===== src/rtl/spcm_line_buffer.sv =====
// Single-line read buffer in front of spcm_core: serves Wishbone word reads from
// one buffered line and refills the whole line with a burst on a miss.
module spcm_line_buffer #(
    parameter int unsigned ADDR_BITS  = 24,
    parameter int unsigned LINE_WORDS = 8
) (
    input  logic                 clk,
    input  logic                 rst_n,
    input  logic                 wb_cyc,
    input  logic                 wb_stb,
    input  logic                 wb_we,
    input  logic [ADDR_BITS-1:2] wb_addr,
    output logic [31:0]          wb_data_o,
    output logic                 wb_ack,
    output logic                 wb_err,
    input  logic                 inv,
    output logic                 core_cs,
    output logic [ADDR_BITS-1:2] core_addr,
    output logic                 core_burst,
    input  logic [31:0]          core_dout,
    input  logic                 core_busy,
    input  logic                 core_ack
);

    localparam int unsigned OFF_W = $clog2(LINE_WORDS);
    localparam int unsigned TAG_W = ADDR_BITS - 2 - OFF_W;
    localparam logic [OFF_W-1:0] LAST = OFF_W'(LINE_WORDS - 1);

    localparam logic [1:0] S_IDLE = 2'd0;
    localparam logic [1:0] S_REQ  = 2'd1;
    localparam logic [1:0] S_FILL = 2'd2;
    localparam logic [1:0] S_RESP = 2'd3;

    logic [1:0]       state, state_n;
    logic [OFF_W-1:0] cnt, cnt_n;
    logic             valid, valid_n;
    logic [TAG_W-1:0] tag, tag_n;
    logic [TAG_W-1:0] req_tag, req_tag_n;
    logic [OFF_W-1:0] req_off, req_off_n;
    logic             inv_seen, inv_seen_n;
    logic             dropped, dropped_n;
    logic             ack_n, err_n, cs_n, burst_n;
    logic [31:0]      data_n;
    logic [ADDR_BITS-1:2] addr_n;

    logic [31:0] line_mem [LINE_WORDS];

    logic [TAG_W-1:0] wb_tag_c;
    logic [OFF_W-1:0] wb_off_c;
    logic             req_c;
    logic             hit_c;
    logic             fill_we_c;

    // A request is ignored in the cycle its ack/err is still showing
    assign wb_tag_c  = wb_addr[ADDR_BITS-1:OFF_W+2];
    assign wb_off_c  = wb_addr[OFF_W+1:2];
    assign req_c     = wb_cyc & wb_stb & ~wb_ack & ~wb_err;
    assign hit_c     = valid & (wb_tag_c == tag);
    assign fill_we_c = (state == S_FILL) & core_ack;

    always_comb begin
        state_n    = state;
        cnt_n      = cnt;
        valid_n    = valid & ~inv;
        tag_n      = tag;
        req_tag_n  = req_tag;
        req_off_n  = req_off;
        inv_seen_n = inv_seen | inv;
        dropped_n  = dropped;
        ack_n      = 1'b0;
        err_n      = 1'b0;
        data_n     = 32'd0;
        cs_n       = core_cs;
        addr_n     = core_addr;

        case (state)
            S_IDLE: begin
                if (req_c) begin
                    if (wb_we) begin
                        err_n = 1'b1;
                    end else if (hit_c) begin
                        ack_n  = 1'b1;
                        data_n = line_mem[wb_off_c];
                    end else begin
                        req_tag_n  = wb_tag_c;
                        req_off_n  = wb_off_c;
                        valid_n    = 1'b0;
                        inv_seen_n = 1'b0;
                        dropped_n  = 1'b0;
                        cnt_n      = '0;
                        cs_n       = 1'b1;
                        addr_n     = {wb_tag_c, OFF_W'(0)};
                        state_n    = S_REQ;
                    end
                end
            end
            S_REQ: begin
                dropped_n = dropped | ~wb_cyc;
                if (core_busy) begin
                    cs_n    = 1'b0;
                    state_n = S_FILL;
                end
            end
            S_FILL: begin
                // The core cannot abort a burst, so an abandoned request still fills
                dropped_n = dropped | ~wb_cyc;
                if (core_ack) begin
                    cnt_n = cnt + OFF_W'(1);
                    if (cnt == LAST) begin
                        tag_n   = req_tag;
                        valid_n = ~(inv_seen | inv);
                        state_n = S_RESP;
                    end
                end
            end
            default: begin
                if (wb_cyc & wb_stb & ~dropped) begin
                    ack_n  = 1'b1;
                    data_n = line_mem[req_off];
                end
                state_n = S_IDLE;
            end
        endcase

        burst_n = ((state_n == S_REQ) | (state_n == S_FILL)) & (cnt_n != LAST);
    end

    always_ff @(posedge clk or negedge rst_n) begin
        if (!rst_n) begin
            state      <= S_IDLE;
            cnt        <= '0;
            valid      <= 1'b0;
            tag        <= '0;
            req_tag    <= '0;
            req_off    <= '0;
            inv_seen   <= 1'b0;
            dropped    <= 1'b0;
            wb_ack     <= 1'b0;
            wb_err     <= 1'b0;
            wb_data_o  <= 32'd0;
            core_cs    <= 1'b0;
            core_addr  <= '0;
            core_burst <= 1'b0;
        end else begin
            state      <= state_n;
            cnt        <= cnt_n;
            valid      <= valid_n;
            tag        <= tag_n;
            req_tag    <= req_tag_n;
            req_off    <= req_off_n;
            inv_seen   <= inv_seen_n;
            dropped    <= dropped_n;
            wb_ack     <= ack_n;
            wb_err     <= err_n;
            wb_data_o  <= data_n;
            core_cs    <= cs_n;
            core_addr  <= addr_n;
            core_burst <= burst_n;
        end
    end

    // Line storage; a partial fill is discarded through the valid bit alone
    always_ff @(posedge clk) begin
        if (fill_we_c) begin
            line_mem[cnt] <= core_dout;
        end
    end

endmodule


===== config.mk =====
export PLATFORM = sky130hd
export DESIGN_NAME = spcm_line_buffer
export DESIGN_NICKNAME = d
export VERILOG_FILES = /design/src/rtl/spcm_line_buffer.sv
export SDC_FILE = /design/constraint.sdc
export NUM_CORES = 1
export LEC_CHECK = 0
export ABC_CLOCK_PERIOD_IN_PS = 5000
export BUFFER_PORTS_ARGS = -buffer_cell sky130_fd_sc_hd__clkbuf_2
export CAP_MARGIN = 20
export CELL_PAD_IN_SITES_DETAIL_PLACEMENT = 1
export CELL_PAD_IN_SITES_GLOBAL_PLACEMENT = 2
export CORE_ASPECT_RATIO = 1.1
export CORE_UTILIZATION = 46
export CTS_BUF_LIST = sky130_fd_sc_hd__clkbuf_4 sky130_fd_sc_hd__clkbuf_8 sky130_fd_sc_hd__clkbuf_16
export DETAILED_ROUTE_END_ITERATION = 16
export PLACE_DENSITY_LB_ADDON = 0.1
export SLEW_MARGIN = 20
export SYNTH_ARGS = -nofsm -noshare
export SYNTH_HDL_FRONTEND = slang
export SYNTH_SLANG_ARGS = --single-unit
export TNS_END_PERCENT = 20

===== constraint.sdc =====
create_clock -name clk -period 5 [get_ports clk]
set_input_delay 1 -clock clk [delete_from_list [all_inputs] [get_ports clk]]
set_output_delay 1 -clock clk [all_outputs]
set_load 0.05 [all_outputs]

# Word level (Yosys, flattened, before mapping)
# Memory sizes are Yosys's and may differ from the RTL's.
# Index checks and enable logic that the tools add are counted.
dict set report totals {
  regBits 85
  ramBits 256
  out_inout_bits 58
  word_cells 99
  n_memories 1
}
dict set report classes {
  add_sub_neg 1
  eq_ne 11
  mux 46
  n_bitwise 19
  n_reduce_logical 8
}
# name depth width read_ports rd_clocked_by_memory_dff wr line
set mem_list {}
lappend mem_list {line_mem 8 32 2 0 1 46} ;# logic [31:0] line_mem [LINE_WORDS];
# operator count
set op_table {}
lappend op_table {{32-bit 2-to-1 mux} 4}
lappend op_table {{32-bit case mux with 2 select lines} 1}
lappend op_table {{1-bit 2-to-1 mux} 25}
lappend op_table {{19-bit equality test} 1}
lappend op_table {{2-bit 2-to-1 mux} 6}
lappend op_table {{3-bit 2-to-1 mux} 4}
lappend op_table {{1-bit AND} 8}
lappend op_table {{2-bit inequality test (second input constant)} 4}
lappend op_table {{1-bit inverter} 8}
lappend op_table {{1-bit case mux with 2 select lines} 4}
lappend op_table {{4-bit AND reduction} 2}
lappend op_table {{2-bit case mux with 3 select lines} 1}
lappend op_table {{3-bit case mux with 2 select lines} 1}
lappend op_table {{5-bit AND reduction} 1}
lappend op_table {{2-bit by 1-bit equality test with 1-bit output (second input constant)} 2}
lappend op_table {{2-bit equality test (second input constant)} 2}
lappend op_table {{2-bit nonzero test} 2}
lappend op_table {{3-bit by 1-bit adder with 3-bit output (second input constant)} 1}
lappend op_table {{3-bit equality test (second input constant)} 1}
lappend op_table {{3-bit inequality test (second input constant)} 1}
lappend op_table {{1-bit OR} 3}
lappend op_table {{3-bit AND reduction} 1}
lappend op_table {{2-bit logical NOT} 1}
lappend op_table {{2-bit OR reduction} 1}

# Depth between registers and ports, before layout
dict set report logic_depth {
  depth_word 9
  ltp_mapped 8
}

# Least setup slack after synthesis
# Ideal clock, no wire load.
dict set report synth_path {
  path_kind {input-to-reg}
  start {in core_ack}
  end {mem line_mem[2][0], enable pin}
  setup_ns 0.461
  arrival_time_ns 3.703
  t_required_ns 4.539
  slack_ns 0.836
  stages 3
  path_buffers 1
  cell_sequence {clkbuf_1 -> nand2_1 -> nor3_1}
}
dict set report synth_between {
  elab_chain_len 3
}
# item line
set synth_lines {}
lappend synth_lines {{start: declaration} 22} ;# input logic core_ack
lappend synth_lines {{1-bit AND} 59} ;# assign fill_we_c = (state == S_FILL) & core_ack;
lappend synth_lines {{1-bit 2-to-1 mux} 164} ;# if (fill_we_c) begin
lappend synth_lines {{1-bit 2-to-1 mux (implied by the code)} 165} ;# line_mem[cnt] <= core_dout;
lappend synth_lines {{end: declaration} 46}
# No other way between the ends.

# Final worst setup path
dict set report layout_path {
  start {reg state[0]}
  end {mem line_mem[7][31], enable pin}
}
dict set report layout_between {
  elab_chain_len 4
}
# item line
set layout_lines {}
lappend layout_lines {{start: declaration} 34} ;# logic [1:0] state, state_n;
lappend layout_lines {{start signal: assignment} 145} ;# state <= state_n;
lappend layout_lines {{2-bit equality test} 59}
lappend layout_lines {{1-bit AND} 59}
lappend layout_lines {{1-bit 2-to-1 mux} 164}
lappend layout_lines {{1-bit 2-to-1 mux (implied by the code)} 165}
# No other way between the ends.

==> Flow_metrics.wiki <==
{| class="wikitable"
! Metric !! Value
|-
| Slew Viols, Final || 0
|-
| Worst hold path cell count || 2
|-
| Remaining antenna violation count || 0
|-
| Core Region || 31,700 µm²
|-
| Worst-path clk slew || 0.06 ns
|-
| Initial core utilization || 47.2%
|-
| Number of top-level pins || 120
|-
| Final HPWL from detailed placement || 21.2 mm
|-
| Top cell type by total area after synthesis || sky130_fd_sc_hd__edfxtp_1
|-
| Average cell area after synthesis || roughly 20 µm²
|-
| Synth-to-layout area growth || 15.9%
|-
| Share of final-layout standard cells stronger than drive strength 1 || a little over two fifths
|-
| Setup clock skew after layout || between 0.015 and 0.02 ns
|-
| WS Path Type || register to register
|-
| GRT Overall Usage || 22.3%
|-
| Vias in the first global route || 9,186
|-
| Placed insts || 1,273
|-
| Post-CTS setup repair buffer count || 0
|-
| Power per unit of standard cell area || 519 nW/µm²
|-
| Leakage power || around 6.3 nW
|-
| Global-route wire length before repair || ~55 mm
|-
| Maximum level of the CTS H-tree || 2
|-
| Setup WS post-layout || approximately 2.2 ns
|-
| Most frequently used flop master after synthesis || sky130_fd_sc_hd__edfxtp_1
|-
| Residual DRC || 0
|-
| Die width || between 150 and 200 µm
|-
| Endpoint of the worst register-to-register path || line_mem[7][31]$_DFFE_PP_
|-
| Number of buffers created by CTS || 37
|-
| Worst path cell trace || inv_1, ha_1, nand3_1, nor2_4, buf_4
|-
| Total iterations of the first detailed-routing run || 4
|-
| Kind of cell with the highest combined delay on the critical path || simple AND/OR/NAND/NOR gates
|-
| Clock tree from TritonCTS || built
|-
| Post-detailed-route wirelength per cell || 26.7 µm
|-
| Pin slew with the least headroom to its limit || 1.01 ns
|-
| Die height || 191 µm
|-
| Type of the worst min-delay path || register to register
|-
| Highest achievable clock rate || 0.358 GHz
|-
| Root Driver || sky130_fd_sc_hd__clkbuf_16
|-
| Area of all sequential standard cells || 9820 µm²
|-
| Gr ovfl total || 0
|-
| Number of setup violations in the final report || 0
|-
| Vias per Instance || between 5 and 6
|-
| Number of sinks on the clock net || 341
|-
| Nets@finish || 962
|-
| Total power consumption of the routed design || about 9 mW
|-
| Hold bufs inserted after CTS || 0
|-
| Slowest stage cell, crit path || sky130_fd_sc_hd__nor2_4
|-
| Peak supply drop || 0.353 mV
|-
| Min cycle time layout || 2.79 ns
|-
| Final hold violation count || 0
|-
| Count of buffers from port buffering || 116
|-
| Setup TNS || 0 ns
|-
| Cell with the most instances after synthesis || sky130_fd_sc_hd__edfxtp_1
|-
| Final cell count without fillers || roughly 1,300
|-
| Layout filler cell count || 2,864
|-
| Origin of the worst min-delay path || inv_seen$_DFF_PN0_
|-
| Largest stage delay on the critical path || ~0.63 ns
|-
| Netlist cell types || 39
|-
| Fin util || a little over half
|-
| Data required, critical path || 5.17 ns
|-
| Pre-CTS setup slack || 1.82 ns
|-
| Setup repair after global routing missed its margin || false
|-
| Gate count of the mapped netlist || roughly 770
|-
| Largest fanout of any net on the critical path || 17
|-
| Routability-driven placement congestion ratio || 0.782
|-
| Worst-case clock buffer depth || 3
|-
| DRT Wirelength || around 36 mm
|-
| Die Footprint || 33,300 µm²
|-
| Clock insertion delay at the later pin of the skew report || ~0.51 ns
|-
| Site Rows || 68
|-
| Post-CTS sizing || 0
|-
| Area occupied by multi-input gates || 4960 µm²
|-
| Antenna violations before repair || 2
|-
| Number of flops mapped to enable cells by yosys || 256
|-
| Total standard cell area after synthesis || 15,000 µm²
|-
| Max-cap violations || 0
|-
| Sort of element at the start of the critical path || register
|-
| Hold worst-path end || inv_seen$_DFF_PN0_
|-
| Number of DRC violations after detailed-routing iteration 0 || 564
|-
| Beginning of the worst register-to-register path || state[0]$_DFF_PN0_
|-
| Final clock period utilization by the worst path || 55.8%
|-
| Seq cells post-synth || 341
|-
| Arrival time of data at the critical path endpoint || slightly below 3 ns
|-
| Worst setup EP type || register
|-
| Worst R2R Setup Slack || 2.21 ns
|-
| Proportion of synthesized flip-flops having asynchronous set or reset || around a quarter
|-
| Buf/Inv on CP || 2
|-
| Maximum number of pins on one net before global-route repair || 65
|-
| R2R cell count || 5
|-
| Leading cell types by total area after synthesis || sky130_fd_sc_hd__edfxtp_1, sky130_fd_sc_hd__mux4_2, sky130_fd_sc_hd__dfrtp_1
|-
| Run status || finished clean
|-
| Commonest cells post-synth || sky130_fd_sc_hd__edfxtp_1, sky130_fd_sc_hd__mux4_2, sky130_fd_sc_hd__dfrtp_1
|-
| Register area share after synthesis || 65.5%
|-
| Number of warnings issued by yosys || 0
|-
| Top cell type's share of synthesized area || about half
|-
| Worst slew slack as a fraction of its limit || 32.9%
|-
| Via count || 7,970
|}
## worst max-delay path by stage
stage / end / cells after the start / slack, ns / startpoint
2_1_floorplan: line_mem[2][0]$_DFFE_PP_ / 3 / 0.84 / core_ack
3_3_place_gp: wb_data_o[28]$_DFF_PN0_ / 5 / 1.85 / wb_addr[3]
3_5_place_dp: wb_data_o[7]$_DFF_PN0_ / 5 / 1.82 / wb_addr[3]
4_1_cts: line_mem[7][14]$_DFFE_PP_ / 5 / 2.20 / state[0]$_DFF_PN0_
5_1_grt: line_mem[7][31]$_DFFE_PP_ / 5 / 2.10 / state[0]$_DFF_PN0_
6_report: line_mem[7][31]$_DFFE_PP_ / 5 / 2.21 / state[0]$_DFF_PN0_
## sequential cells by signal (all words and copies together) (netlist names), 2 cells and up
name,cells
cnt,3
state,2
wb_data_o,32
core_addr,19
line_mem,256
tag,19
req_off,3
## layout make-up
| class | instances | area share (%) |
|---|---|---|
| Sequential cell | 341 | 56.6 |
| Multi-Input combinational cell | 367 | 28.6 |
| Clock buffer | 47 | 5.88 |
| Timing Repair Buffer | 138 | 4.47 |
| Tap cell | 420 | 3.03 |
| Clock inverter | 17 | 1.23 |
| Inverter | 8 | 0.173 |
| Antenna cell | 2 | 0.0288 |
## report_power, final
| group | total, mW | leakage (nW) | switching (mW) | internal [mW] |
|---|---|---|---|---|
| Sequential | 3.85 | 3.42 | 0.395 | 3.45 |
| Combinational | 2.40 | 2.30 | 1.29 | 1.11 |
| Clock | 2.76 | 0.607 | 1.06 | 1.70 |
## cell families after synthesis
| group | share of synthesized area, % |
|---|---|
| adder cells (fa/ha/maj) | 0.585 |
| other | 0.0250 |
| buffers and inverters | 1.75 |
| flip-flops | 65.5 |
| multiplexers | 26.9 |
| XOR/XNOR | 1.17 |
| AO/OA/AOI/OAI | 2.37 |
| AND/OR/NAND/NOR | 1.65 |
## cells in the final DEF, fill, tap and decap left out, types with 4 or more instances in the layout
| master | instances |
|---|---|
| sky130_fd_sc_hd__bufinv_16 | 5 |
| sky130_fd_sc_hd__clkbuf_16 | 37 |
| sky130_fd_sc_hd__nand4_1 | 7 |
| sky130_fd_sc_hd__edfxtp_1 | 256 |
| sky130_fd_sc_hd__mux2_2 | 42 |
| sky130_fd_sc_hd__xnor2_1 | 19 |
| sky130_fd_sc_hd__clkbuf_2 | 113 |
| sky130_fd_sc_hd__ha_1 | 7 |
| sky130_fd_sc_hd__clkinv_2 | 5 |
| sky130_fd_sc_hd__buf_4 | 22 |
| sky130_fd_sc_hd__clkbuf_4 | 7 |
| sky130_fd_sc_hd__mux2i_1 | 67 |
| sky130_fd_sc_hd__clkinv_1 | 4 |
| sky130_fd_sc_hd__dfrtp_1 | 82 |
| sky130_fd_sc_hd__nand2_1 | 8 |
| sky130_fd_sc_hd__o21ai_0 | 4 |
| sky130_fd_sc_hd__nor2_1 | 6 |
| sky130_fd_sc_hd__o22ai_1 | 32 |
| sky130_fd_sc_hd__inv_1 | 8 |
| sky130_fd_sc_hd__nor2_4 | 6 |
| sky130_fd_sc_hd__mux4_2 | 128 |
| sky130_fd_sc_hd__a21oi_1 | 5 |
## worst reg2reg max path, cell delays in order, from the launching register on
cell and delay [ns]:
sky130_fd_sc_hd__dfrtp_1 0.41, sky130_fd_sc_hd__inv_1 0.14, sky130_fd_sc_hd__ha_1 0.50, sky130_fd_sc_hd__nand3_1 0.31
sky130_fd_sc_hd__nor2_4 0.63, sky130_fd_sc_hd__buf_4 0.46
## layer usage
metal	vias to the layer above	GRT usage, %	part of all wire [%]
li1	3430	-	-
met1	4315	27.7	41
met4	2	6.41	2.0
met5	-	0	0.034
met3	50	3.48	3.8
met2	173	40.5	53
## per-stage QoR
step	area (µm²)	hold slack, ns
2_1_floorplan	15000	0.461
3_3_place_gp	16100	0.509
3_5_place_dp	16100	0.491
4_1_cts	17300	0.527
5_1_grt	17400	0.539
6_report	17400	0.525
Power figures use the tool's default switching activity.
